==> src/rtl/hls_vector_runner_if.sv <==
// ap_ctrl_hs block-level handshake between the vector runner and the core under test.
interface hls_vector_runner_if #(
    parameter int ARG_W = 32,
    parameter int RET_W = 64
);
    logic             ap_start;
    logic [ARG_W-1:0] ap_arg;
    logic             ap_done;
    logic             ap_ready;
    logic             ap_idle;
    logic [RET_W-1:0] ap_return;

    // Runner side: launches the core and collects its result.
    modport master (
        output ap_start,
        output ap_arg,
        input  ap_done,
        input  ap_ready,
        input  ap_idle,
        input  ap_return
    );

    // Core side: accepts a launch and reports completion.
    modport slave (
        input  ap_start,
        input  ap_arg,
        output ap_done,
        output ap_ready,
        output ap_idle,
        output ap_return
    );
endinterface

==> src/rtl/hls_vector_runner.sv <==
// Stimulus/check sequencer: replays stored argument/golden pairs through an
// ap_ctrl_hs core, compares every return value and keeps pass/fail statistics.
module hls_vector_runner #(
    parameter int ARG_W   = 32,
    parameter int RET_W   = 64,
    parameter int DEPTH   = 4,
    parameter int ADDR_W  = 3,
    parameter int TIMEOUT = 1024,
    parameter int CNT_W   = 8
) (
    input  logic                clk,
    input  logic                rst,
    input  logic                load_we,
    input  logic [ADDR_W-1:0]   load_addr,
    input  logic [ARG_W-1:0]    load_arg,
    input  logic [RET_W-1:0]    load_gold,
    input  logic [ADDR_W:0]     num_vec,
    input  logic                stop_on_fail,
    input  logic                start,
    output logic                busy,
    output logic                done,
    hls_vector_runner_if.master hs,
    output logic [CNT_W-1:0]    pass_cnt,
    output logic [CNT_W-1:0]    fail_cnt,
    output logic                first_fail_valid,
    output logic [ADDR_W-1:0]   first_fail_idx,
    output logic [RET_W-1:0]    last_result,
    output logic                timeout_flag
);
    // Storage is sized to the full address space so any address indexes legally;
    // only the first DEPTH slots are ever written.
    localparam int                SLOTS   = 1 << ADDR_W;
    localparam logic [ADDR_W:0]   DEPTH_C = (ADDR_W + 1)'(DEPTH);
    localparam int                TO_W    = $clog2(TIMEOUT);
    localparam logic [TO_W-1:0]   TO_LAST = TO_W'(TIMEOUT - 1);

    typedef enum logic [2:0] {
        ST_IDLE  = 3'd0,
        ST_FETCH = 3'd1,
        ST_LATCH = 3'd2,
        ST_START = 3'd3,
        ST_WAIT  = 3'd4,
        ST_CHECK = 3'd5,
        ST_FIN   = 3'd6
    } state_t;

    state_t            state_r;
    state_t            state_next_s;

    logic [ARG_W-1:0]  arg_mem [SLOTS];
    logic [RET_W-1:0]  gold_mem [SLOTS];
    logic [ARG_W-1:0]  arg_q_r;
    logic [RET_W-1:0]  gold_q_r;
    logic [ADDR_W-1:0] ram_addr_s;
    logic              ram_we_s;

    logic [ADDR_W-1:0] idx_r;
    logic [ADDR_W:0]   nvec_r;
    logic              sof_r;
    logic [RET_W-1:0]  gold_r;
    logic [TO_W-1:0]   to_cnt_r;
    logic              ap_start_r;
    logic [ARG_W-1:0]  ap_arg_r;

    logic [ADDR_W:0]   nvec_clamp_s;
    logic              last_vec_s;
    logic              mismatch_s;

    logic              go_s;
    logic              latch_s;
    logic              launch_s;
    logic              drop_s;
    logic              tick_s;
    logic              capture_s;
    logic              tmo_s;
    logic              pass_s;
    logic              fail_s;
    logic              advance_s;
    logic              fin_s;

    // ap_idle carries no control meaning here; it is accepted and left unused.
    logic              idle_unused_s;

    assign hs.ap_start    = ap_start_r;
    assign hs.ap_arg      = ap_arg_r;
    assign idle_unused_s  = hs.ap_idle;

    // Saturating increment for the pass/fail statistics.
    function automatic logic [CNT_W-1:0] sat_inc(input logic [CNT_W-1:0] v);
        if (&v) begin
            return v;
        end else begin
            return v + CNT_W'(1);
        end
    endfunction

    assign nvec_clamp_s = (num_vec > DEPTH_C) ? DEPTH_C : num_vec;
    assign last_vec_s   = (({1'b0, idx_r} + (ADDR_W + 1)'(1)) == nvec_r);
    assign mismatch_s   = (last_result != gold_r);

    // Shared RAM address: the load port owns it only while idle.
    always_comb begin
        ram_addr_s = idx_r;
        ram_we_s   = 1'b0;
        if (state_r == ST_IDLE) begin
            ram_addr_s = load_addr;
            ram_we_s   = load_we && ({1'b0, load_addr} < DEPTH_C);
        end else begin
            ram_addr_s = idx_r;
            ram_we_s   = 1'b0;
        end
    end

    // Single-port vector RAMs with a one-cycle registered read.
    always_ff @(posedge clk) begin
        if (ram_we_s) begin
            arg_mem[ram_addr_s]  <= load_arg;
            gold_mem[ram_addr_s] <= load_gold;
        end
        arg_q_r  <= arg_mem[ram_addr_s];
        gold_q_r <= gold_mem[ram_addr_s];
    end

    // Sequencer state register.
    always_ff @(posedge clk) begin
        if (rst) begin
            state_r <= ST_IDLE;
        end else begin
            state_r <= state_next_s;
        end
    end

    // Next-state logic and per-state action strobes for the datapath.
    always_comb begin
        state_next_s = state_r;
        go_s         = 1'b0;
        latch_s      = 1'b0;
        launch_s     = 1'b0;
        drop_s       = 1'b0;
        tick_s       = 1'b0;
        capture_s    = 1'b0;
        tmo_s        = 1'b0;
        pass_s       = 1'b0;
        fail_s       = 1'b0;
        advance_s    = 1'b0;
        fin_s        = 1'b0;
        case (state_r)
            ST_IDLE: begin
                if (start) begin
                    go_s = 1'b1;
                    if (nvec_clamp_s == {(ADDR_W + 1){1'b0}}) begin
                        state_next_s = ST_FIN;
                    end else begin
                        state_next_s = ST_FETCH;
                    end
                end else begin
                    state_next_s = ST_IDLE;
                end
            end
            ST_FETCH: state_next_s = ST_LATCH;
            ST_LATCH: begin
                latch_s      = 1'b1;
                state_next_s = ST_START;
            end
            ST_START: begin
                launch_s     = 1'b1;
                state_next_s = ST_WAIT;
            end
            ST_WAIT: begin
                // ap_done wins over the timeout and also counts as ap_ready.
                if (hs.ap_done) begin
                    capture_s    = 1'b1;
                    drop_s       = 1'b1;
                    state_next_s = ST_CHECK;
                end else if (to_cnt_r == TO_LAST) begin
                    tmo_s        = 1'b1;
                    drop_s       = 1'b1;
                    state_next_s = ST_FIN;
                end else begin
                    tick_s       = 1'b1;
                    drop_s       = hs.ap_ready;
                    state_next_s = ST_WAIT;
                end
            end
            ST_CHECK: begin
                if (mismatch_s) begin
                    fail_s = 1'b1;
                    if (last_vec_s || sof_r) begin
                        state_next_s = ST_FIN;
                    end else begin
                        advance_s    = 1'b1;
                        state_next_s = ST_FETCH;
                    end
                end else begin
                    pass_s = 1'b1;
                    if (last_vec_s) begin
                        state_next_s = ST_FIN;
                    end else begin
                        advance_s    = 1'b1;
                        state_next_s = ST_FETCH;
                    end
                end
            end
            ST_FIN: begin
                fin_s        = 1'b1;
                state_next_s = ST_IDLE;
            end
            default: state_next_s = ST_IDLE;
        endcase
    end

    // Datapath and registered outputs driven by the sequencer strobes.
    always_ff @(posedge clk) begin
        if (rst) begin
            busy             <= 1'b0;
            done             <= 1'b0;
            ap_start_r       <= 1'b0;
            ap_arg_r         <= {ARG_W{1'b0}};
            pass_cnt         <= {CNT_W{1'b0}};
            fail_cnt         <= {CNT_W{1'b0}};
            first_fail_valid <= 1'b0;
            first_fail_idx   <= {ADDR_W{1'b0}};
            last_result      <= {RET_W{1'b0}};
            timeout_flag     <= 1'b0;
            idx_r            <= {ADDR_W{1'b0}};
            nvec_r           <= {(ADDR_W + 1){1'b0}};
            sof_r            <= 1'b0;
            gold_r           <= {RET_W{1'b0}};
            to_cnt_r         <= {TO_W{1'b0}};
        end else begin
            done <= 1'b0;
            if (go_s) begin
                busy             <= 1'b1;
                pass_cnt         <= {CNT_W{1'b0}};
                fail_cnt         <= {CNT_W{1'b0}};
                first_fail_valid <= 1'b0;
                first_fail_idx   <= {ADDR_W{1'b0}};
                timeout_flag     <= 1'b0;
                idx_r            <= {ADDR_W{1'b0}};
                nvec_r           <= nvec_clamp_s;
                sof_r            <= stop_on_fail;
            end
            if (latch_s) begin
                ap_arg_r <= arg_q_r;
                gold_r   <= gold_q_r;
            end
            if (launch_s) begin
                ap_start_r <= 1'b1;
                to_cnt_r   <= {TO_W{1'b0}};
            end
            if (drop_s) begin
                ap_start_r <= 1'b0;
            end
            if (tick_s) begin
                to_cnt_r <= to_cnt_r + TO_W'(1);
            end
            if (capture_s) begin
                last_result <= hs.ap_return;
            end
            if (tmo_s || fail_s) begin
                fail_cnt <= sat_inc(fail_cnt);
                if (!first_fail_valid) begin
                    first_fail_valid <= 1'b1;
                    first_fail_idx   <= idx_r;
                end
            end
            if (tmo_s) begin
                timeout_flag <= 1'b1;
            end
            if (pass_s) begin
                pass_cnt <= sat_inc(pass_cnt);
            end
            if (advance_s) begin
                idx_r <= idx_r + ADDR_W'(1);
            end
            if (fin_s) begin
                done <= 1'b1;
                busy <= 1'b0;
            end
        end
    end
endmodule
==> src/flat_wrapper.sv <==
// flat-port wrapper written by rule: the top's interface ports become plain ports
module hls_vector_runner_flat 
#(
    parameter int ARG_W   = 32,
    parameter int RET_W   = 64,
    parameter int DEPTH   = 4,
    parameter int ADDR_W  = 3,
    parameter int TIMEOUT = 1024,
    parameter int CNT_W   = 8
)
  (clk, rst, load_we, load_addr, load_arg, load_gold, num_vec, stop_on_fail, start, busy, done, pass_cnt, fail_cnt, first_fail_valid, first_fail_idx, last_result, timeout_flag, hs_ap_start, hs_ap_arg, hs_ap_done, hs_ap_ready, hs_ap_idle, hs_ap_return);
  hls_vector_runner_if #(.ARG_W(ARG_W), .RET_W(RET_W)) hs_i ();
  input  logic clk;
  input  logic rst;
  input  logic load_we;
  input  logic [ADDR_W-1:0] load_addr;
  input  logic [ARG_W-1:0] load_arg;
  input  logic [RET_W-1:0] load_gold;
  input  logic [ADDR_W:0] num_vec;
  input  logic stop_on_fail;
  input  logic start;
  output logic busy;
  output logic done;
  output logic [CNT_W-1:0] pass_cnt;
  output logic [CNT_W-1:0] fail_cnt;
  output logic first_fail_valid;
  output logic [ADDR_W-1:0] first_fail_idx;
  output logic [RET_W-1:0] last_result;
  output logic timeout_flag;
  output wire logic [$bits(hs_i.ap_start)-1:0] hs_ap_start;
  output wire logic [$bits(hs_i.ap_arg)-1:0] hs_ap_arg;
  input wire logic [$bits(hs_i.ap_done)-1:0] hs_ap_done;
  input wire logic [$bits(hs_i.ap_ready)-1:0] hs_ap_ready;
  input wire logic [$bits(hs_i.ap_idle)-1:0] hs_ap_idle;
  input wire logic [$bits(hs_i.ap_return)-1:0] hs_ap_return;
  assign hs_ap_start = hs_i.ap_start;
  assign hs_ap_arg = hs_i.ap_arg;
  assign hs_i.ap_done = hs_ap_done;
  assign hs_i.ap_ready = hs_ap_ready;
  assign hs_i.ap_idle = hs_ap_idle;
  assign hs_i.ap_return = hs_ap_return;
  hls_vector_runner #(.ARG_W(ARG_W), .RET_W(RET_W), .DEPTH(DEPTH), .ADDR_W(ADDR_W), .TIMEOUT(TIMEOUT), .CNT_W(CNT_W)) u_core (.clk(clk), .rst(rst), .load_we(load_we), .load_addr(load_addr), .load_arg(load_arg), .load_gold(load_gold), .num_vec(num_vec), .stop_on_fail(stop_on_fail), .start(start), .busy(busy), .done(done), .hs(hs_i), .pass_cnt(pass_cnt), .fail_cnt(fail_cnt), .first_fail_valid(first_fail_valid), .first_fail_idx(first_fail_idx), .last_result(last_result), .timeout_flag(timeout_flag));
endmodule
==> config.mk <==
export PLATFORM = sky130hd
export DESIGN_NAME = hls_vector_runner_flat
export DESIGN_NICKNAME = d
export VERILOG_FILES = /design/src/rtl/hls_vector_runner_if.sv /design/src/rtl/hls_vector_runner.sv /design/src/flat_wrapper.sv
export SDC_FILE = /design/constraint.sdc
export NUM_CORES = 1
export LEC_CHECK = 0
export BUFFER_PORTS_ARGS = -buffer_cell sky130_fd_sc_hd__buf_2
export CAP_MARGIN = 10
export CELL_PAD_IN_SITES_DETAIL_PLACEMENT = 0
export CELL_PAD_IN_SITES_GLOBAL_PLACEMENT = 1
export CORE_MARGIN = 2
export CORE_UTILIZATION = 49
export CTS_CLUSTER_SIZE = 14
export DETAILED_ROUTE_END_ITERATION = 12
export GPL_ROUTABILITY_DRIVEN = 0
export PLACE_DENSITY_LB_ADDON = 0.1
export SYNTH_ARGS = -nofsm -noshare
export SYNTH_HDL_FRONTEND = slang
export SYNTH_SLANG_ARGS = --single-unit
==> constraint.sdc <==
create_clock -name clk -period 10.1 [get_ports clk]
set_input_delay 2.02 -clock clk [delete_from_list [all_inputs] [get_ports clk]]
set_output_delay 2.02 -clock clk [all_outputs]
set_load 0.1 [all_outputs]
==> impl_table.tex, run 1 <==
\begin{tabular}{lr}
\hline
Metric & Value \\
\hline
\multicolumn{2}{l}{\textbf{Yosys}} \\
Average instance area after synthesis & 12.67 µm² \\
Number of warning messages in the yosys log & 0 \\
Most used flip-flop cell after synthesis & sky130\_fd\_sc\_hd\_\_edfxtp\_1 \\
Post-synthesis cell type count & 59 \\
Area of the mapped netlist & 39400 µm² \\
Number of standard cells after synthesis & 3111 \\
Number of enable flip-flop cells after synthesis & 768 \\
Flops \& latches, synth & 1069 \\
Share of the yosys chip area belonging to registers & 73.82\% \\
Async S/R FF share, synth & 0\% \\
\multicolumn{2}{l}{\textbf{Floorplan}} \\
Die Footprint & 82700 µm² \\
Die extent in y & 287.6 µm \\
I/O pin cnt & 295 \\
Die boundary width & 287.6 µm \\
Placement row count & 103 \\
Starting utilization of the core area & 49.71\% \\
Placeable Area & 79260 µm² \\
\multicolumn{2}{l}{\textbf{Finish}} \\
Fraction of layout instances using a drive strength above 1 & 13.60\% \\
Post-route cell area & 46930 µm² \\
Number of nets in the finished design & 3922 \\
Area growth from synthesis to final layout & 19.09\% \\
Post-route core utilization & 59.21\% \\
\multicolumn{2}{l}{\textbf{Routing}} \\
Post-DR vias/cell & 5.354 \\
DRC marker count from the first detailed-route iteration & 1954 \\
Average wire per standard cell & 21.08 µm \\
Remaining number of nets flagged by the antenna check after routing & 0 \\
Number of vias after detailed routing & 26190 \\
Number of iterations in the first detailed-routing pass & 7 \\
Number of remaining DRC errors & 0 \\
Routed WL & 103.1 mm \\
\multicolumn{2}{l}{\textbf{GRT}} \\
Maximum number of pins on one net before global-route repair & 139 \\
Number of antenna violations at the first check in global routing & 28 \\
Residual overflow from global routing & 0 \\
First-pass GRT wire length & 153.7 mm \\
Number of global-route vias before repair & 25602 \\
Global-route usage over all layers & 24.68\% \\
\multicolumn{2}{l}{\textbf{Clocking}} \\
Clock tree root buffer cell & sky130\_fd\_sc\_hd\_\_clkbuf\_16 \\
TritonCTS Buffers & 110 \\
Worst-path clk slew & 0.06 ns \\
Deepest level of the CTS H-tree & 3 \\
CTS tree & built \\
Number of buffers inserted for hold repair after clock tree synthesis & 0 \\
Insertion delay of the later-clocked pin in the worst-skew pair & 0.67 ns \\
Gates resized, CTS repair & 0 \\
Total number of clock tree sinks & 1069 \\
Maximum number of buffers from clock root to sink & 3 \\
Post-CTS setup repair buffer count & 0 \\
\multicolumn{2}{l}{\textbf{STA}} \\
Sum Neg Setup Slack & 0 ns \\
Max Fclk & 234.1 MHz \\
Tmin final & 4.271 ns \\
Final setup viols & 0 \\
Final Skew & 0.01693 ns \\
Worst Hold Margin & 0.4349 ns \\
Setup repair after global routing missed its margin & false \\
Hold violation count in the final report & 0 \\
Worst-margin pin slew & 1.085 ns \\
Tcrit/Tclk final & 42.29\% \\
Headroom to the max-slew limit & 27.40\% \\
Number of max-slew violations in the final report & 0 \\
\multicolumn{2}{l}{\textbf{Worst setup path}} \\
Critical path capture point type & flop \\
Class of the most critical setup path & primary input to flop \\
Crit. Startpoint & load\_addr[1] \\
Reg2reg start & u\_core.state\_r[2]\$\_SDFF\_PP0\_ \\
Data arrival at the endpoint of the critical path & 4.85 ns \\
Reg-to-reg setup timing slack & 5.90 ns \\
Type of element launching the critical path & primary input \\
Worst Path Max Fanout & 82 \\
Data required, critical path & 10.68 ns \\
\multicolumn{2}{l}{\textbf{Power}} \\
Post-layout total power & 10.88 mW \\
PwrDens & 231.8 nW/µm² \\
Standby leakage power & 17.68 nW \\
Maximum vdd ir drop & 146.3 µV \\
\multicolumn{2}{l}{\textbf{Status}} \\
Run status & completed \\
\multicolumn{2}{l}{\textbf{Placement}} \\
I/O Buffers & 293 \\
Area after detailed placement & 43330 µm² \\
HPWL reported at the end of detailed placement & 59.55 mm \\
\multicolumn{2}{l}{\textbf{Hold path}} \\
Startpoint of the worst hold path & u\_core.gold\_q\_r[53]\$\_DFF\_P\_ \\
Worst min path class & flop to flop \\
\multicolumn{2}{l}{\textbf{Job}} \\
Number of maximum-capacitance constraint violations & 0 \\
\hline
\end{tabular}
flip-flops by register name, summed over array words and instances (netlist names), 3 cells and up:
| register | count |
|---|---|
| u_core.gold_mem | 512 |
| u_core.arg_mem | 256 |
| u_core.gold_q_r | 64 |
| u_core.gold_r | 64 |
| u_core.last_result | 64 |
| u_core.arg_q_r | 32 |
| u_core.hs.ap_arg | 32 |
| u_core.to_cnt_r | 10 |
| u_core.fail_cnt | 8 |
| u_core.pass_cnt | 8 |
| u_core.nvec_r | 4 |
| u_core.first_fail_idx | 3 |
| u_core.idx_r | 3 |
| u_core.state_r | 3 |
where the power goes:
| part | internal (mW) | switching [mW] | leakage, nW |
|---|---|---|---|
| Sequential | 5.11 | 0.166 | 9.70 |
| Clock | 2.34 | 1.65 | 1.75 |
| Combinational | 0.431 | 1.19 | 6.24 |
| Total | 7.88 | 3.00 | 17.7 |
metal layers:
layer	GRT usage (%)	up-vias	wire length, µm
li1	-	12184	-
met5	0	-	103
met2	41.97	837	50140
met3	3.899	181	6509
met1	33.10	12970	44140
met4	6.523	18	2248
critical path: stages:
cell and delay (ns):
sky130_fd_sc_hd__buf_2 0.16, sky130_fd_sc_hd__mux2_8 0.51, sky130_fd_sc_hd__buf_12 0.33, sky130_fd_sc_hd__nor2_4 0.74, sky130_fd_sc_hd__buf_4 0.58, sky130_fd_sc_hd__a22oi_1 0.17
sky130_fd_sc_hd__o22ai_1 0.23
cells in the mapped netlist (3+ instances only):
cell type	number	area [µm²]
sky130_fd_sc_hd__nand2_1	780	2928
sky130_fd_sc_hd__edfxtp_1	768	23060
sky130_fd_sc_hd__a21oi_1	459	2297
sky130_fd_sc_hd__dfxtp_1	301	6026
sky130_fd_sc_hd__clkbuf_1	142	533.0
sky130_fd_sc_hd__a211oi_1	114	855.8
sky130_fd_sc_hd__o21ai_0	89	445.4
sky130_fd_sc_hd__xor2_1	65	569.3
sky130_fd_sc_hd__a22oi_1	55	412.9
sky130_fd_sc_hd__o22ai_1	55	344.1
sky130_fd_sc_hd__mux2i_1	50	500.5
sky130_fd_sc_hd__nor2_1	36	135.1
sky130_fd_sc_hd__buf_2	27	135.1
sky130_fd_sc_hd__buf_1	18	67.56
sky130_fd_sc_hd__nand3_1	16	80.08
sky130_fd_sc_hd__nor4_1	16	100.1
sky130_fd_sc_hd__and3_1	12	75.07
sky130_fd_sc_hd__nand2b_1	10	62.56
sky130_fd_sc_hd__nand4_1	8	50.05
sky130_fd_sc_hd__nor3_1	7	35.03
sky130_fd_sc_hd__inv_1	6	22.52
sky130_fd_sc_hd__nand3b_1	6	45.04
sky130_fd_sc_hd__o21ai_1	5	25.02
sky130_fd_sc_hd__a311oi_1	4	35.03
sky130_fd_sc_hd__a31oi_1	4	25.02
sky130_fd_sc_hd__and2_1	4	25.02
sky130_fd_sc_hd__buf_4	4	30.03
sky130_fd_sc_hd__ha_1	4	50.05
sky130_fd_sc_hd__mux2_2	3	33.78
sky130_fd_sc_hd__o211ai_1	3	22.52
sky130_fd_sc_hd__or3_1	3	18.77
sky130_fd_sc_hd__xnor2_1	3	26.28
kinds of logic after synthesis:
kind of cell	Yosys count	share of synthesized area, %
AOI/OAI and AO/OA	802	11.64
DFF	1069	73.82
adders and majority gates	4	0.1270
xor gates and xnor gates	68	1.512
muxes	55	1.470
buffers and inverters	198	2.010
and+or+nand+nor	914	9.409
other	1	0.009517
per-stage QoR:
| step | setup WS, ns | cells |
|---|---|---|
| after detailed placement | 5.089 | 4681 |
| after global routing | 5.622 | 4891 |
| after floorplan | 0.6952 | 3494 |
| after CTS | 5.790 | 4887 |
| final | 5.829 | 4892 |
| after global placement | 5.141 | 4681 |
cell type report:
type / instances / area, µm²
Timing Repair Buffer: 328 / 1785
Fill cell: 6537 / 32330
Tap cell: 1050 / 1314
Inverter: 7 / 26.28
Multi-Input combinational cell: 2227 / 11120
Clock buffer: 157 / 3114
Clock inverter: 49 / 464.2
Sequential cell: 1069 / 29090
Antenna cell: 5 / 12.51
worst paths after layout:
check	endpoint	cells past startpoint
setup / recovery	u_core.gold_q_r[34]$_DFF_P_	7
hold / removal	u_core.gold_r[53]$_SDFFE_PP0P_	2
setup reg to reg	u_core.gold_q_r[34]$_DFF_P_	7
hold reg to reg	u_core.gold_r[53]$_SDFFE_PP0P_	2
cells in the final DEF (no fill, tap or decap), drive strengths merged, types with 4 or more instances in the layout:
cell | netlist | layout
diode | 0 | 5
a211oi | 114 | 114
a31oi | 4 | 4
mux2i | 50 | 50
o21ai | 94 | 94
inv | 6 | 9
o22ai | 55 | 55
dfxtp | 301 | 301
nand3b | 6 | 6
nand3 | 17 | 17
and3 | 12 | 12
bufinv | 0 | 8
nor2 | 37 | 37
xor2 | 65 | 65
nor3 | 8 | 8
clkinv | 1 | 35
nand4 | 8 | 8
and2 | 5 | 5
a311oi | 4 | 4
ha | 4 | 4
clkinvlp | 0 | 4
a21oi | 460 | 460
nand2b | 10 | 10
conb | 1 | 384
a22oi | 55 | 55
nand2 | 780 | 780
buf | 49 | 328
clkbuf | 142 | 157
nor4 | 17 | 17
edfxtp | 768 | 768
Note: power is estimated with default switching activity, not from simulation.
==> run 2, diff against run 1 <==
CORE_UTILIZATION = 44   (was 49)
clock period = 3.8 ns   (was 10.1 ns; I/O delays follow)
==> impl_table.tex, run 2 (synthesis gave the netlist of run 1 again) <==
\begin{tabular}{lr}
\hline
Metric & Value \\
\hline
\multicolumn{2}{l}{\textbf{Finish}} \\
Commonest non-fill, non-tap cell in the layout & sky130\_fd\_sc\_hd\_\_nand2\_1 \\
Area growth from synthesis to final layout & 20.60\% \\
Count of fill cells added during filler insertion & 7613 (+16\%) \\
Top library cells by usage in the layout, fill and taps aside & sky130\_fd\_sc\_hd\_\_nand2\_1, sky130\_fd\_sc\_hd\_\_edfxtp\_1, sky130\_fd\_sc\_hd\_\_a21oi\_1 \\
Registers with the most flip-flops & u\_core.gold\_mem: 512 flops, u\_core.arg\_mem: 256 flops \\
Fraction of layout instances using a drive strength above 1 & 14.53\% (+0.93 points) \\
Largest register FFs & 512 (unchanged) \\
Post-route cell area & 47520 µm² (+1.3\%) \\
Number of nets in the finished design & 3947 (+0.64\%) \\
Final cell count without fillers & 5042 (+3.1\%) \\
Top reg by flops & u\_core.gold\_mem \\
\multicolumn{2}{l}{\textbf{Routing}} \\
Routed WL & 106.5 mm (+3.3\%) \\
Number of vias after detailed routing & 26069 (-0.46\%) \\
Remaining number of nets flagged by the antenna check after routing & 0 (unchanged) \\
Number of remaining DRC errors & 0 (unchanged) \\
DRC marker count from the first detailed-route iteration & 1942 (-0.61\%) \\
Average wire per standard cell & 21.13 µm (+0.22\%) \\
Post-DR vias/cell & 5.170 (-3.4\%) \\
Number of iterations in the first detailed-routing pass & 5 (-2) \\
\multicolumn{2}{l}{\textbf{Floorplan}} \\
Starting utilization of the core area & 44.52\% (-5.2 points) \\
Die extent in y & 303.2 µm (+5.5\%) \\
I/O pin cnt & 295 (unchanged) \\
Die Footprint & 91960 µm² (+11\%) \\
Placement row count & 109 (+5.8\%) \\
Die boundary width & 303.2 µm (+5.5\%) \\
Placeable Area & 88510 µm² (+12\%) \\
\multicolumn{2}{l}{\textbf{GRT}} \\
First-pass GRT wire length & 155.9 mm (+1.5\%) \\
Number of antenna violations at the first check in global routing & 28 (unchanged) \\
Global-route usage over all layers & 22.82\% (-1.9 points) \\
Number of global-route vias before repair & 25321 (-1.1\%) \\
Maximum number of pins on one net before global-route repair & 105 (-24\%) \\
Residual overflow from global routing & 0 (unchanged) \\
\multicolumn{2}{l}{\textbf{STA}} \\
Tmin final & 3.137 ns \\
Sum Neg Setup Slack & 0 ns (unchanged) \\
Hold violation count in the final report & 0 (unchanged) \\
Number of max-slew violations in the final report & 0 (unchanged) \\
Max Fclk & 318.8 MHz \\
Headroom to the max-slew limit & 25.08\% (-2.3 points) \\
Final setup viols & 0 (unchanged) \\
Worst-margin pin slew & 1.121 ns (+0.03621 ns) \\
Final Skew & 0.01535 ns (-0.001574 ns) \\
Tcrit/Tclk final & 82.54\% \\
Setup repair after global routing missed its margin & false \\
\multicolumn{2}{l}{\textbf{Clocking}} \\
Maximum number of buffers from clock root to sink & 3 (unchanged) \\
Number of buffers inserted for hold repair after clock tree synthesis & 0 (unchanged) \\
CTS tree & built \\
TritonCTS Buffers & 112 (+1.8\%) \\
Deepest level of the CTS H-tree & 3 (unchanged) \\
Clock tree root buffer cell & sky130\_fd\_sc\_hd\_\_clkbuf\_16 \\
Post-CTS setup repair buffer count & 0 (unchanged) \\
Gates resized, CTS repair & 0 (unchanged) \\
Insertion delay of the later-clocked pin in the worst-skew pair & 0.68 ns (about the same) \\
Total number of clock tree sinks & 1069 (unchanged) \\
Worst-path clk slew & 0.06 ns (about the same) \\
\multicolumn{2}{l}{\textbf{Worst setup path}} \\
Critical path capture point type & flop \\
Type of element launching the critical path & flop \\
Crit. Startpoint & u\_core.last\_result[57]\$\_SDFFE\_PP0P\_ \\
Data required, critical path & 4.39 ns (-6.29 ns) \\
Data arrival at the endpoint of the critical path & 3.73 ns (-1.12 ns) \\
Class of the most critical setup path & flop to flop \\
Reg2reg start & u\_core.last\_result[57]\$\_SDFFE\_PP0P\_ \\
Worst Path Max Fanout & 8 (-90\%) \\
\multicolumn{2}{l}{\textbf{Job}} \\
Number of maximum-capacitance constraint violations & 0 (unchanged) \\
\multicolumn{2}{l}{\textbf{Power}} \\
PwrDens & 612.4 nW/µm² (+160\%) \\
Standby leakage power & 17.91 nW (+1.3\%) \\
Maximum vdd ir drop & 360.9 µV (+150\%) \\
\multicolumn{2}{l}{\textbf{Placement}} \\
Area after detailed placement & 43870 µm² (+1.2\%) \\
I/O Buffers & 293 (unchanged) \\
Dpl cells & 4819 (+2.9\%) \\
HPWL reported at the end of detailed placement & 63.83 mm (+7.2\%) \\
\multicolumn{2}{l}{\textbf{Status}} \\
Run status & completed \\
\multicolumn{2}{l}{\textbf{Hold path}} \\
Startpoint of the worst hold path & hs\_ap\_return[1] \\
Worst min path class & primary input to flop \\
\hline
\end{tabular}
## run 2: cell types whose count changed in the layout (fill, tap and decap cells not counted), sizes merged
cell / change
bufinv: -6
clkinvlp: -1
diode: +5
clkinv: +3
clkbuf: +11
buf: +23
## run 2: power breakdown
group,switching [mW],leakage [nW],internal (mW)
logic,3.20,6.42,1.26
clock network,4.43,1.80,6.12
registers,0.520,9.70,13.6
total,8.15,17.9,21.0
## run 2: metal layers
metal / up-vias / wire, µm / track usage (%)
met5: - / 118 / 0
met3: 187 / 6642 / 4.255
met4: 18 / 2749 / 6.732
li1: 12240 / - / -
met1: 12867 / 46010 / 30.80
met2: 757 / 51010 / 37.72
## run 2: worst paths after layout
| path | end | slack [ns] | cells past startpoint |
|---|---|---|---|
| worst min register to register | u_core.gold_r[41]$_SDFFE_PP0P_ | 0.43 | 2 |
| worst max-delay path | u_core.first_fail_idx[2]$_SDFF_PP0_ | 0.66 | 7 |
| worst max register to register | u_core.first_fail_idx[2]$_SDFF_PP0_ | 0.66 | 7 |
| worst min-delay path | u_core.last_result[1]$_SDFFE_PP0P_ | 0.31 | 3 |
## run 2: critical path: stages (launching register included)
cell and delay (ns):
sky130_fd_sc_hd__dfxtp_1 0.45, sky130_fd_sc_hd__xor2_1 0.20, sky130_fd_sc_hd__nor4_1 0.52, sky130_fd_sc_hd__nand4_1 0.35, sky130_fd_sc_hd__nor4_4 0.60, sky130_fd_sc_hd__o21ai_0 0.37, sky130_fd_sc_hd__nand2b_1 0.30, sky130_fd_sc_hd__mux2i_1 0.25
## run 2: cell type report
| cell class | instances | area (µm²) | area share (%) |
|---|---|---|---|
| Antenna cell | 10 | 25.02 | 0.05266 |
| Sequential cell | 1069 | 29090 | 61.21 |
| Inverter | 7 | 26.28 | 0.05529 |
| Timing Repair Buffer | 351 | 2146 | 4.516 |
| Multi-Input combinational cell | 2227 | 11150 | 23.47 |
| Clock buffer | 168 | 3296 | 6.935 |
| Tap cell | 1165 | 1458 | 3.067 |
| Clock inverter | 45 | 330.3 | 0.6951 |
## run 2: stage by stage
step | total power, mW | hold slack [ns] | worst slack [ns] | utilization [%]
2_1_floorplan | 16.92 | 0.4174 | -0.1394 | -
6_report | 29.10 | 0.3139 | 0.6634 | 53.69
4_1_cts | 29.37 | 0.2666 | 0.5772 | 53.66
5_1_grt | 30.27 | 0.2815 | 0.4957 | 53.67
3_5_place_dp | 18.82 | 0.4274 | 0.5996 | 49.56
3_3_place_gp | 18.75 | 0.4257 | 0.7134 | 49.56
==> run 3, diff against run 2 <==
ABC_AREA = 1   (was unset)
CORE_UTILIZATION = 48   (was 44)
clock period = 3.1 ns   (was 3.8 ns; I/O delays follow)
==> impl_table.tex, run 3 <==
\begin{tabular}{lr}
\hline
Metric & Value \\
\hline
\multicolumn{2}{l}{\textbf{STA}} \\
Final Skew & 0.02025 ns (+0.004893 ns) \\
Tcrit/Tclk final & 80.90\% (-1.6 points) \\
Setup repair after global routing missed its margin & false \\
Number of max-slew violations in the final report & 0 (unchanged) \\
Worst-margin pin slew & 0.8732 ns (-0.2480 ns) \\
Worst Setup Slack, final & 0.5922 ns (-0.07116 ns) \\
Hold violation count in the final report & 0 (unchanged) \\
Final setup viols & 0 (unchanged) \\
Tmin final & 2.508 ns (-0.6288 ns) \\
Max Fclk & 398.8 MHz (+25\%) \\
Sum Neg Setup Slack & 0 ns (unchanged) \\
Headroom to the max-slew limit & 41.79\% (+17 points) \\
\multicolumn{2}{l}{\textbf{Finish}} \\
Area growth from synthesis to final layout & 20.59\% (about the same) \\
Largest register FFs & 512 (unchanged) \\
Total area of multi-input combinational cells & 10340 µm² (-7.2\%) \\
Top library cells by usage in the layout, fill and taps aside & sky130\_fd\_sc\_hd\_\_edfxtp\_1, sky130\_fd\_sc\_hd\_\_nor2\_1, sky130\_fd\_sc\_hd\_\_nand2\_1 \\
Registers with the most flip-flops & u\_core.gold\_mem: 512 flops, u\_core.arg\_mem: 256 flops \\
Number of nets in the finished design & 4179 (+5.9\%) \\
Sequential cell area & 29090 µm² (unchanged) \\
Count of fill cells added during filler insertion & 6885 (-9.6\%) \\
Top reg by flops & u\_core.gold\_mem \\
Fraction of layout instances using a drive strength above 1 & 13.60\% (-0.93 points) \\
Commonest non-fill, non-tap cell in the layout & sky130\_fd\_sc\_hd\_\_edfxtp\_1 \\
\multicolumn{2}{l}{\textbf{Yosys}} \\
Area contributors post-synth & sky130\_fd\_sc\_hd\_\_edfxtp\_1, sky130\_fd\_sc\_hd\_\_dfxtp\_1, sky130\_fd\_sc\_hd\_\_o21ai\_0 \\
Post-synthesis cell type with the largest combined area & sky130\_fd\_sc\_hd\_\_edfxtp\_1 \\
Most common library cells after synthesis & sky130\_fd\_sc\_hd\_\_edfxtp\_1, sky130\_fd\_sc\_hd\_\_nor2\_1, sky130\_fd\_sc\_hd\_\_nand2\_1 \\
Number of standard cells after synthesis & 3327 (+6.9\%) \\
Post-synthesis cell type count & 40 (-32\%) \\
Top-area cell type share of the netlist area & 58.75\% (+0.22 points) \\
Top-count cell post-synth & sky130\_fd\_sc\_hd\_\_edfxtp\_1 \\
Area of the mapped netlist & 39250 µm² (-0.38\%) \\
Most used flip-flop cell after synthesis & sky130\_fd\_sc\_hd\_\_edfxtp\_1 \\
Async S/R FF share, synth & 0\% (unchanged) \\
Multiplexer share of the synthesized area & 0.02550\% (-1.4 points) \\
Area fraction in compound gates after synthesis & 10.94\% (-0.70 points) \\
Flops \& latches, synth & 1069 (unchanged) \\
Adder and majority gate portion of the synthesized area & 0.1275\% (+0.00048 points) \\
Dominant combinational cell family by area after synthesis & simple AND/OR/NAND/NOR gates \\
Average instance area after synthesis & 11.80 µm² (-6.8\%) \\
Area share of xor/xnor cells in the synthesized design & 0.4463\% (-1.1 points) \\
Number of enable flip-flop cells after synthesis & 768 (unchanged) \\
Share of the yosys chip area belonging to registers & 74.10\% (+0.28 points) \\
Number of warning messages in the yosys log & 0 (unchanged) \\
Simple-gate portion of the synthesized area & 10.96\% (+1.5 points) \\
\multicolumn{2}{l}{\textbf{Power}} \\
Standby leakage power & 18.27 nW (+2.0\%) \\
Power share of the clock group & 35.6\% (-0.7 points) \\
Sequential group share of total power & 46.3\% (-2.1 points) \\
Combinational share of power & 18.1\% (+2.8 points) \\
Sw power & 10.93 mW (+34\%) \\
Power Internal & 26.93 mW (+29\%) \\
PwrDens & 799.8 nW/µm² (+31\%) \\
Share of total power consumed by net switching & 28.88\% (+0.88 points) \\
Maximum vdd ir drop & 500.8 µV (+39\%) \\
\multicolumn{2}{l}{\textbf{GRT}} \\
Number of antenna violations at the first check in global routing & 24 (-14\%) \\
Met1 Use GR & 30.52\% (-0.28 points) \\
Met3 routing resource usage after global routing & 3.906\% (-0.35 points) \\
Residual overflow from global routing & 0 (unchanged) \\
Met2 capacity usage during global routing & 37.62\% (-0.098 points) \\
First-pass GRT wire length & 145.5 mm (-6.7\%) \\
Global-route usage over all layers & 22.61\% (-0.22 points) \\
GRT Max-Usage Layer & met2 \\
Number of global-route vias before repair & 24382 (-3.7\%) \\
Maximum number of pins on one net before global-route repair & 150 (+43\%) \\
\multicolumn{2}{l}{\textbf{Hold path}} \\
Worst min path class & primary input to flop \\
\multicolumn{2}{l}{\textbf{Clocking}} \\
Gates resized, CTS repair & 0 (unchanged) \\
TritonCTS Buffers & 108 (-3.6\%) \\
CTS tree & built \\
Clock tree root buffer cell & sky130\_fd\_sc\_hd\_\_clkbuf\_16 \\
Deepest level of the CTS H-tree & 3 (unchanged) \\
Total number of clock tree sinks & 1069 (unchanged) \\
Number of buffers inserted for hold repair after clock tree synthesis & 0 (unchanged) \\
Post-CTS setup repair buffer count & 0 (unchanged) \\
Insertion delay of the later-clocked pin in the worst-skew pair & 0.66 ns (-0.02 ns) \\
Worst-path clk slew & 0.06 ns (about the same) \\
Maximum number of buffers from clock root to sink & 3 (unchanged) \\
\multicolumn{2}{l}{\textbf{Routing}} \\
Number of remaining DRC errors & 0 (unchanged) \\
Average wire per standard cell & 18.56 µm (-12\%) \\
Remaining number of nets flagged by the antenna check after routing & 0 (unchanged) \\
Number of vias after detailed routing & 25733 (-1.3\%) \\
Number of iterations in the first detailed-routing pass & 5 (unchanged) \\
Routed WL & 95.88 mm (-10\%) \\
Post-DR vias/cell & 4.982 (-3.6\%) \\
DRC marker count from the first detailed-route iteration & 1622 (-16\%) \\
\multicolumn{2}{l}{\textbf{Worst setup path}} \\
End point of the critical path & u\_core.gold\_q\_r[9]\$\_DFF\_P\_ \\
Cell with the biggest individual delay on the critical path & sky130\_fd\_sc\_hd\_\_dfxtp\_1 \\
Worst Path Max Fanout & 47 (+39) \\
Endpoint of the most critical register-to-register path & u\_core.gold\_q\_r[9]\$\_DFF\_P\_ \\
Critical path capture point type & flop \\
Data arrival at the endpoint of the critical path & 3.03 ns (-0.70 ns) \\
Worst stage delay on the critical path & 0.36 ns (-0.24 ns) \\
FF-to-FF path depth & 11 (+4) \\
Reg-to-reg setup timing slack & 0.59 ns (-0.07 ns) \\
Reg2reg start & u\_core.state\_r[0]\$\_SDFF\_PP0\_ \\
Most frequent CP cell & sky130\_fd\_sc\_hd\_\_nand2\_1 \\
Type of element launching the critical path & flop \\
Crit. Startpoint & u\_core.state\_r[0]\$\_SDFF\_PP0\_ \\
Class of the most critical setup path & flop to flop \\
Data required, critical path & 3.62 ns (-0.77 ns) \\
Series of cell instances along the critical path & nor2\_2 > nand2\_4 > o21ai\_4 > inv\_8 > nand2\_1 > clkinv\_2 > buf\_12 > nand2\_1 > nand2\_1 > a21oi\_1 > o221ai\_1 \\
Logic depth of the worst path, buffers included & 11 (+4) \\
Top cell family by delay on the critical path & buffers and inverters \\
Worst path buffer plus inverter count & 3 (+3) \\
\multicolumn{2}{l}{\textbf{Floorplan}} \\
Die Footprint & 84080 µm² (-8.6\%) \\
Starting utilization of the core area & 48.58\% (+4.1 points) \\
Placeable Area & 80810 µm² (-8.7\%) \\
Die boundary width & 290.0 µm (-4.4\%) \\
Die extent in y & 290.0 µm (-4.4\%) \\
Placement row count & 104 (-4.6\%) \\
I/O pin cnt & 295 (unchanged) \\
\multicolumn{2}{l}{\textbf{Placement}} \\
I/O Buffers & 293 (unchanged) \\
HPWL reported at the end of detailed placement & 58.28 mm (-8.7\%) \\
Minimum setup slack after placement & 0.4856 ns (-0.1141 ns) \\
\multicolumn{2}{l}{\textbf{Status}} \\
Run status & completed \\
\multicolumn{2}{l}{\textbf{Job}} \\
Number of maximum-capacitance constraint violations & 0 (unchanged) \\
\hline
\end{tabular}
[run 3: changes by cell type after synthesis, sizes merged, moves of 49 or more]
cell    change
nor2      +503
o21ai     +379
nand2     -346
a21oi     -229
inv       +148
a211oi    -109
nand3      +74
a22oi      -54
mux2i      -49
[run 3: final cells by class]
class / instances / area share [%]
Inverter: 154 / 1.263
Multi-Input combinational cell: 2313 / 21.85
Sequential cell: 1069 / 61.45
Antenna cell: 10 / 0.05287
Tap cell: 1060 / 2.802
Timing Repair Buffer: 354 / 4.647
Clock buffer: 158 / 6.738
Clock inverter: 47 / 1.192
[run 3: power groups by stage]
| stage | logic (mW) | clock network (mW) | registers, mW |
|---|---|---|---|
| 2_1_floorplan | 3.97 | 0 | 18.2 |
| 3_3_place_gp | 6.91 | 0 | 17.8 |
| 3_5_place_dp | 6.96 | 0 | 17.8 |
| 4_1_cts | 6.99 | 13.7 | 17.6 |
| 5_1_grt | 7.68 | 14.3 | 17.7 |
| 6_report | 6.85 | 13.5 | 17.5 |
[run 3: how the worst min path moves through the flow]
stage | start | endpoint | slack (ns) | cells past startpoint
2_1_floorplan | u_core.gold_mem[2][15]$_DFFE_PP_ | u_core.gold_q_r[15]$_DFF_P_ | 0.42 | 2
3_3_place_gp | u_core.arg_mem[2][15]$_DFFE_PP_ | u_core.arg_q_r[15]$_DFF_P_ | 0.42 | 2
3_5_place_dp | u_core.gold_mem[2][36]$_DFFE_PP_ | u_core.gold_q_r[36]$_DFF_P_ | 0.43 | 2
4_1_cts | load_gold[6] | u_core.gold_mem[5][6]$_DFFE_PP_ | 0.18 | 1
5_1_grt | load_gold[25] | u_core.gold_mem[5][25]$_DFFE_PP_ | 0.21 | 1
6_report | load_gold[29] | u_core.gold_mem[4][29]$_DFFE_PP_ | 0.22 | 1
[run 3: cell families (layout without fill, tap and decap cells)]
group | after synthesis | after routing
DFF | 1069 | 1069
AOI/OAI and AO/OA | 812 | 812
other | 1 | 394
xor gates and xnor gates | 20 | 20
muxes | 1 | 1
and+or+nand+nor | 1092 | 1092
buffers and inverters | 328 | 713
adders and majority gates | 4 | 4
[run 3: metal layers]
layer / vias up / routed length (µm)
li1: 12634 / -
met1: 12344 / 42460
met2: 614 / 46240
met4: 14 / 1755
met3: 127 / 5328
met5: - / 89
[run 3: stage by stage]
| stage | hold slack, ns | util (%) | cell area (µm²) | power (mW) | std cells |
|---|---|---|---|---|---|
| 2_1_floorplan | 0.4190 | - | 40770 | 22.21 | 3710 |
| 3_3_place_gp | 0.4241 | 53.90 | 43560 | 24.75 | 4950 |
| 5_1_grt | 0.2094 | 58.57 | 47330 | 39.66 | 5164 |
| 6_report | 0.2241 | 58.58 | 47340 | 37.86 | 5165 |
| 3_5_place_dp | 0.4274 | 53.90 | 43560 | 24.80 | 4950 |
| 4_1_cts | 0.1826 | 58.55 | 47310 | 38.27 | 5155 |
